`src/rtl/pc_seq_pkg.sv`:
```
// Shared types and defaults for the multicycle fetch/PC sequencer.
package pc_seq_pkg;

    typedef enum logic [1:0] {
        IDLE,
        FETCH,
        ISSUE,
        WAIT_EX
    } state_t;

    localparam logic [31:0] RESET_PC_DEFAULT   = 32'h0040_0000;
    localparam logic [31:0] EXC_VECTOR_DEFAULT = 32'h8000_0180;
    localparam int unsigned PC_STEP_DEFAULT    = 4;

endpackage

```
`src/rtl/pc_redirect_sel.sv`:
```
// Redirect target selection: word-aligns the branch/jump target, or with
// PC_ALIGN_CHECK_EN flags a misaligned target and substitutes the exception vector.
module pc_redirect_sel
    import pc_seq_pkg::*;
#(
    parameter int unsigned          W          = 32,
    parameter logic [W-1:0]         EXC_VECTOR = W'(EXC_VECTOR_DEFAULT)
) (
    input  logic [W-1:0] target,
`ifdef PC_ALIGN_CHECK_EN
    output logic         misaligned,
`endif
    output logic [W-1:0] target_sel
);

`ifdef PC_ALIGN_CHECK_EN
    always_comb begin
        misaligned = |target[1:0];
        target_sel = misaligned ? EXC_VECTOR : target;
    end
`else
    // Low two bits are simply cleared: {target[W-1:2], 2'b00}.
    always_comb begin
        target_sel = target & ~{{(W-2){1'b0}}, 2'b11};
    end
`endif

endmodule

```
`src/rtl/pc_sequencer.sv`:
```
// Multicycle fetch/PC controller: owns the PC, sequences the external PC+4 adder.
// Optional misaligned-redirect exception is enabled by defining PC_ALIGN_CHECK_EN.
module pc_sequencer
    import pc_seq_pkg::*;
#(
    parameter int unsigned                WORD_LENGTH = 32,
    parameter logic [WORD_LENGTH-1:0]     RESET_PC    = WORD_LENGTH'(RESET_PC_DEFAULT),
    parameter logic [WORD_LENGTH-1:0]     PC_STEP     = WORD_LENGTH'(PC_STEP_DEFAULT),
    parameter logic [WORD_LENGTH-1:0]     EXC_VECTOR  = WORD_LENGTH'(EXC_VECTOR_DEFAULT)
) (
    input  logic                   clk,
    input  logic                   reset,
    input  logic                   start,
    input  logic                   halt,
    output logic                   imem_req,
    input  logic                   imem_ready,
    input  logic [WORD_LENGTH-1:0] imem_rdata,
    output logic [WORD_LENGTH-1:0] adder_a,
    output logic [WORD_LENGTH-1:0] adder_b,
    input  logic [WORD_LENGTH-1:0] adder_y,
    output logic [WORD_LENGTH-1:0] pc,
    output logic [WORD_LENGTH-1:0] pc_plus4,
    output logic [WORD_LENGTH-1:0] instr,
    output logic                   instr_valid,
    input  logic                   done_i,
    input  logic                   redirect,
    input  logic [WORD_LENGTH-1:0] redirect_target,
    output logic                   misalign_exc,
    output logic [WORD_LENGTH-1:0] epc
);

    state_t                 state, state_next;
    logic [WORD_LENGTH-1:0] target_sel;
    logic                   pc_update;
`ifdef PC_ALIGN_CHECK_EN
    logic                   misaligned;
`endif

    pc_redirect_sel #(
        .W          (WORD_LENGTH),
        .EXC_VECTOR (EXC_VECTOR)
    ) u_redirect_sel (
        .target     (redirect_target),
`ifdef PC_ALIGN_CHECK_EN
        .misaligned (misaligned),
`endif
        .target_sel (target_sel)
    );

    assign adder_a   = pc;
    assign adder_b   = PC_STEP;
    assign pc_update = (state == WAIT_EX) && done_i;

    always_comb begin
        state_next  = state;
        imem_req    = 1'b0;
        instr_valid = 1'b0;
        case (state)
            IDLE:    if (start) state_next = FETCH;
            FETCH: begin
                imem_req = 1'b1;
                if (imem_ready) state_next = ISSUE;
            end
            ISSUE: begin
                instr_valid = 1'b1;
                state_next  = WAIT_EX;
            end
            WAIT_EX: if (done_i) state_next = halt ? IDLE : FETCH;
            default: state_next = IDLE;
        endcase
    end

    always_ff @(posedge clk) begin
        if (reset) begin
            state    <= IDLE;
            pc       <= RESET_PC;
            pc_plus4 <= '0;
            instr    <= '0;
        end else begin
            state <= state_next;
            if ((state == FETCH) && imem_ready) begin
                instr    <= imem_rdata;
                pc_plus4 <= adder_y;
            end
            if (pc_update) begin
                pc <= redirect ? target_sel : pc_plus4;
            end
        end
    end

`ifdef PC_ALIGN_CHECK_EN
    // Only redirects are checked; the sequential PC+4 path is always aligned.
    always_ff @(posedge clk) begin
        if (reset) begin
            misalign_exc <= 1'b0;
            epc          <= '0;
        end else begin
            misalign_exc <= 1'b0;
            if (pc_update && redirect && misaligned) begin
                misalign_exc <= 1'b1;
                epc          <= pc;
            end
        end
    end
`else
    assign misalign_exc = 1'b0;
    assign epc          = '0;
`endif

endmodule
```
`config.mk`:
```
export PLATFORM = sky130hd
export DESIGN_NAME = pc_sequencer
export DESIGN_NICKNAME = d
export VERILOG_FILES = /design/src/rtl/pc_seq_pkg.sv /design/src/rtl/pc_redirect_sel.sv /design/src/rtl/pc_sequencer.sv
export SDC_FILE = /design/constraint.sdc
export NUM_CORES = 1
export LEC_CHECK = 0
export CAP_MARGIN = 40
export CELL_PAD_IN_SITES_DETAIL_PLACEMENT = 0
export CELL_PAD_IN_SITES_GLOBAL_PLACEMENT = 1
export CORE_MARGIN = 2
export CORE_UTILIZATION = 26
export CTS_BUF_LIST = sky130_fd_sc_hd__clkbuf_8
export DETAILED_ROUTE_END_ITERATION = 8
export GPL_ROUTABILITY_DRIVEN = 1
export PLACE_DENSITY = 0.82
export SLEW_MARGIN = 0
export SYNTH_ARGS = -nofsm -noshare
export SYNTH_HDL_FRONTEND = slang
export SYNTH_SLANG_ARGS = --single-unit
```
`constraint.sdc`:
```
create_clock -name clk -period 1.7 [get_ports clk]
set_input_delay 0.255 -clock clk [delete_from_list [all_inputs] [get_ports clk]]
set_output_delay 0.255 -clock clk [all_outputs]
set_load 0.005 [all_outputs]
```
---- After elaboration in Yosys (flattened, before gate mapping) ----
Cells that the tools add are included.
storage, ports and cells
  register bits ........................... 98
  output and inout port bits .............. 195
  logic and storage cells ................. 22
operators by class
  equal/unequal tests ..................... 6
  muxes and demuxes ....................... 8
  reduce and logical (&&, ||, !) cells .... 4
operators by type and width
  cell                  count
  $mux W32              1
  $pmux W2 S4           1
  $mux W2               3
  $ne A2 B2 Y1 const B  3
  $eq A2 B2 Y1 const B  2
  $mux W1               3
  $reduce_and A3 Y1     1
  $eq A2 B1 Y1 const B  1
  $logic_and A1 B1 Y1   2
  $logic_not A2 Y1      1

---- Depth between registers and ports, before layout ----
  word-level depth ........................ 3
  depth in mapped cells ................... 7
  gate-level depth less buffers ........... 5

---- Cells and area by module ----
A second synthesis with hierarchy kept.
second synthesis, totals
  cells, all modules ...................... 576
  area total of the unflattened synthesis .. 5126.2 µm²
modules (own cells, without submodules)
  module           times used  cells an instance  area each (µm²)  sequential area each (µm²)
  pc_sequencer     1           543                4882.2           1961.9
  pc_redirect_sel  1           33                 244.0            0.0

---- Worst setup path before layout ----
No wires, ideal clock.
  path kind ............................... register to register
  start ................................... register state[1]
  end ..................................... register instr[2]
  arrival ................................. 1189 ps
  data required time ...................... 1563 ps
  path slack .............................. 374 ps
  cell stages (with the launch flop) ...... 8
  period minus slack after synthesis ...... 1326 ps
  cells stage by stage .................... dfxtp_1 -> inv_1 -> ha_1 -> and2_1 -> buf_4 -> buf_6 -> nand2_1 -> a21oi_1
on the way
  cells in the longest elaborated chain, start to end .. 2
RTL lines
  element                 line                source
  start, declared         pc_sequencer.sv:32  state_t state, state_next;
  start signal, assigned  pc_sequencer.sv:80  state <= state_next;
  $eq A2 B1 Y1            pc_sequencer.sv:81  if ((state == FETCH) && imem_ready) begin
  $logic_and A1 B1 Y1     pc_sequencer.sv:81
  end signal, assigned    pc_sequencer.sv:82  instr <= imem_rdata;
  end, declared           pc_sequencer.sv:23  output logic [WORD_LENGTH-1:0] instr,
No other way between the ends.
A chain may end at the register's enable or synchronous reset.

---- Final worst setup path ----
  start ................................... register pc_plus4[0]
  end ..................................... output port pc_plus4[0]
RTL lines
  element                 line                source
  start, declared         pc_sequencer.sv:22  output logic [WORD_LENGTH-1:0] pc_plus4,
  start signal, assigned  pc_sequencer.sv:83  pc_plus4 <= adder_y;
No word-level cell between the ends.

==> flow_summary.toml <==
[final_layout]
instances_no_fill = 962
area_delta_synth_final_pct = 47.66
final_cell_mix = "clkdlybuf4s50_1, nand2_1, dfxtp_1, a21oi_1, conb_1"
nets = 835
num_antenna_cells = 0
drive_above_1_share_pct = 10.10
final_common_cell = "clkdlybuf4s50_1"

[placed_design]
place_inst = 946
dpl.hpwl_um = 9652
gp_congestion = 0.7584
place.port_buffers = 230

[global_route]
grt_max_degree = 39
grt_pass1_vias = 3753
grt_overflow = 0
antenna_found_initial = 0
grt_pass1_wl_um = 20320
track_usage_pct = 13.24

[clock_network]
cts_made_buffers = 9
cts_tree = "done"
cts.htree.levels = 3
cts.sinks = 98
clkTransAtPathRegs_ns = 0.10
clkLatencyLatePin_ns = 0.38
cts-root-buf = "clkbuf_8"
clockBufferDepth = 2

[synthesis]
synthFlopType = "dfxtp_1"
syn_inst = 544
ys_ff_latch = 98
synth_edf_count = 0
synthSimpleGateAreaFrac_pct = 14.90
ys_warn_count = 0
synth_compound_area_share_pct = 15.45
synth_top_family_by_area = "buffers and inverters"
synth_xor_area_share_pct = 0
async_flop_share_pct = 0
synth-adder-area-share_pct = 1.046
muxShareOfSynthArea_pct = 6.275
avgSynthCellArea_sq_um = 8.798
syn-cell-area_sq_um = 4786
ys_seq_area_share_pct = 40.99
synth_cell_types = 30

[worst_setup_path]
arrival_ns = 1.36
cp_slowest_cell = "clkdlybuf4s50_1"
cp_data_required_time_ns = 1.44
cp-start-kind = "flop"
cp-end-kind = "output port"
crit_fanout = 3
path_delay_family = "buffers and inverters"
crit_path_max_incr_delay_ns = 0.55
crit_type = "reg -> out"
path_cells = "clkdlybuf4s50_1"
path_buf_inv = 1

[sta]
period_minus_slack_ns = 1.610
report.final.slew_viol_count = 0
fin_crit_sh_pct = 94.72
clock.fmax_ghz = 0.6210
setup_tns_ns = 0
hold_viol = 0
setup_viol = 0
clock_skew_ns = 0.01398
rsz0062_at_grt = "false"

[detailed_routing]
wl_per_cell_um = 14.00
postRouteAntennaNets = 0
drtIter0Drc = 102
post-route-drc-count = 0
viasPerCell = 4.167
firstDrtPassIters = 4
vias = 4009
drt-total-wl_um = 13470

[power_and_ir_drop]
seqPwrFrac_pct = 40.8
p_switching_mw = 2.087
leakagePower_nw = 2.571
p_int_mw = 4.887
swShare_pct = 29.92
ir_worst_vdd_mv = 0.5135
p_comb_share_pct = 32.5
clkPwrFrac_pct = 26.7
powerDensity_nw_per_um2 = 986.9

[die]
num_rows = 49
core_sq_um = 18020
dieWidth_um = 139.7
ioPinCount = 298
die_area_sq_um = 19510
chipHeight_um = 139.7
initial_core_util_pct = 26.55

[job]
drv_cap = 0

[hold_path]
hold_class = "in -> reg"

[run_status]
outcome = "completed"
logic make-up after synthesis:
logic type / after synthesis
multiplexers: 30
AND/OR/NAND/NOR: 174
buffers and inverters: 135
AO/OA/AOI/OAI: 101
flip-flops: 98
adder cells (fa/ha/maj): 4
other: 2
power by group through the flow:
stage	clock network (mW)	logic (mW)	registers [mW]
floorplan	0	1.26	2.88
global placement	0	2.29	2.88
detailed placement	0	2.31	2.89
CTS	1.97	2.31	2.85
global route	2.05	2.49	2.89
finish	1.86	2.27	2.84
final timing paths:
| check | from | endpoint | slack [ns] | depth (start not counted) |
|---|---|---|---|---|
| hold / removal | reset | instr[15] | 0.29 | 2 |
| hold reg to reg | instr[8] | instr[8] | 0.46 | 2 |
| setup / recovery | pc_plus4[0] | pc_plus4[0] | 0.09 | 1 |
| setup reg to reg | state[1] | adder_a[20] | 0.32 | 5 |
routing by layer:
| layer | up-vias | global-route usage (%) | routed length (um) |
|---|---|---|---|
| met5 | - | 0 | 0 |
| met4 | 0 | 4.737 | 233 |
| met3 | 13 | 4.405 | 1159 |
| met2 | 187 | 21.93 | 6283 |
| met1 | 1828 | 16.07 | 5790 |
| li1 | 1981 | - | - |
state kept, by name, summed over array words and instances (netlist names):
register and count:
adder_a 32, instr 32, pc_plus4 32, state 2
layout make-up:
type | count | area, sq um
timing repair buffer | 242 | 2507
tap | 229 | 286.5
inverter | 3 | 11.26
clock buffer | 10 | 137.6
fill | 1863 | 10960
sequential | 98 | 1964
multi-input combinational | 374 | 2053
clock inverter | 6 | 106.4
metrics by stage:
step                      hold WS [ns]  util (%)  setup slack, ns  total power [mW]  instance area [sq um]
after CTS                       0.2605     39.21          0.03504             7.135                   7067
final                           0.2856     39.21          0.08974             6.974                   7067
after global placement          0.4405     37.84           0.1380             5.175                   6820
after global routing            0.3052     39.21         0.002910             7.437                   7067
after detailed placement        0.4463     37.84           0.1177             5.207                   6820
after floorplan                 0.3910         -           0.3739             4.137                   5022
cells in the mapped netlist, types with 4 or more instances:
cell / count / share of area [%]
buf_4: 104 / 16
buf_6: 8 / 1.9
mux2i_1: 30 / 6.3
clkbuf_1: 6 / 0.47
a21oi_1: 67 / 7.0
a211oi_2: 29 / 7.6
dfxtp_1: 98 / 41
nand2_1: 132 / 10
ha_1: 4 / 1.0
nor2_2: 10 / 1.3
buf_2: 10 / 1.0
nor2_1: 20 / 1.6
repair_timing:
action	CTS	global route
hold endpoints to repair	0	0
setup endpoints to repair	2	0
setup buffers	0	0
resized for setup	6	0
hold buffers	0	0
(Power assumes the default switching activity.)
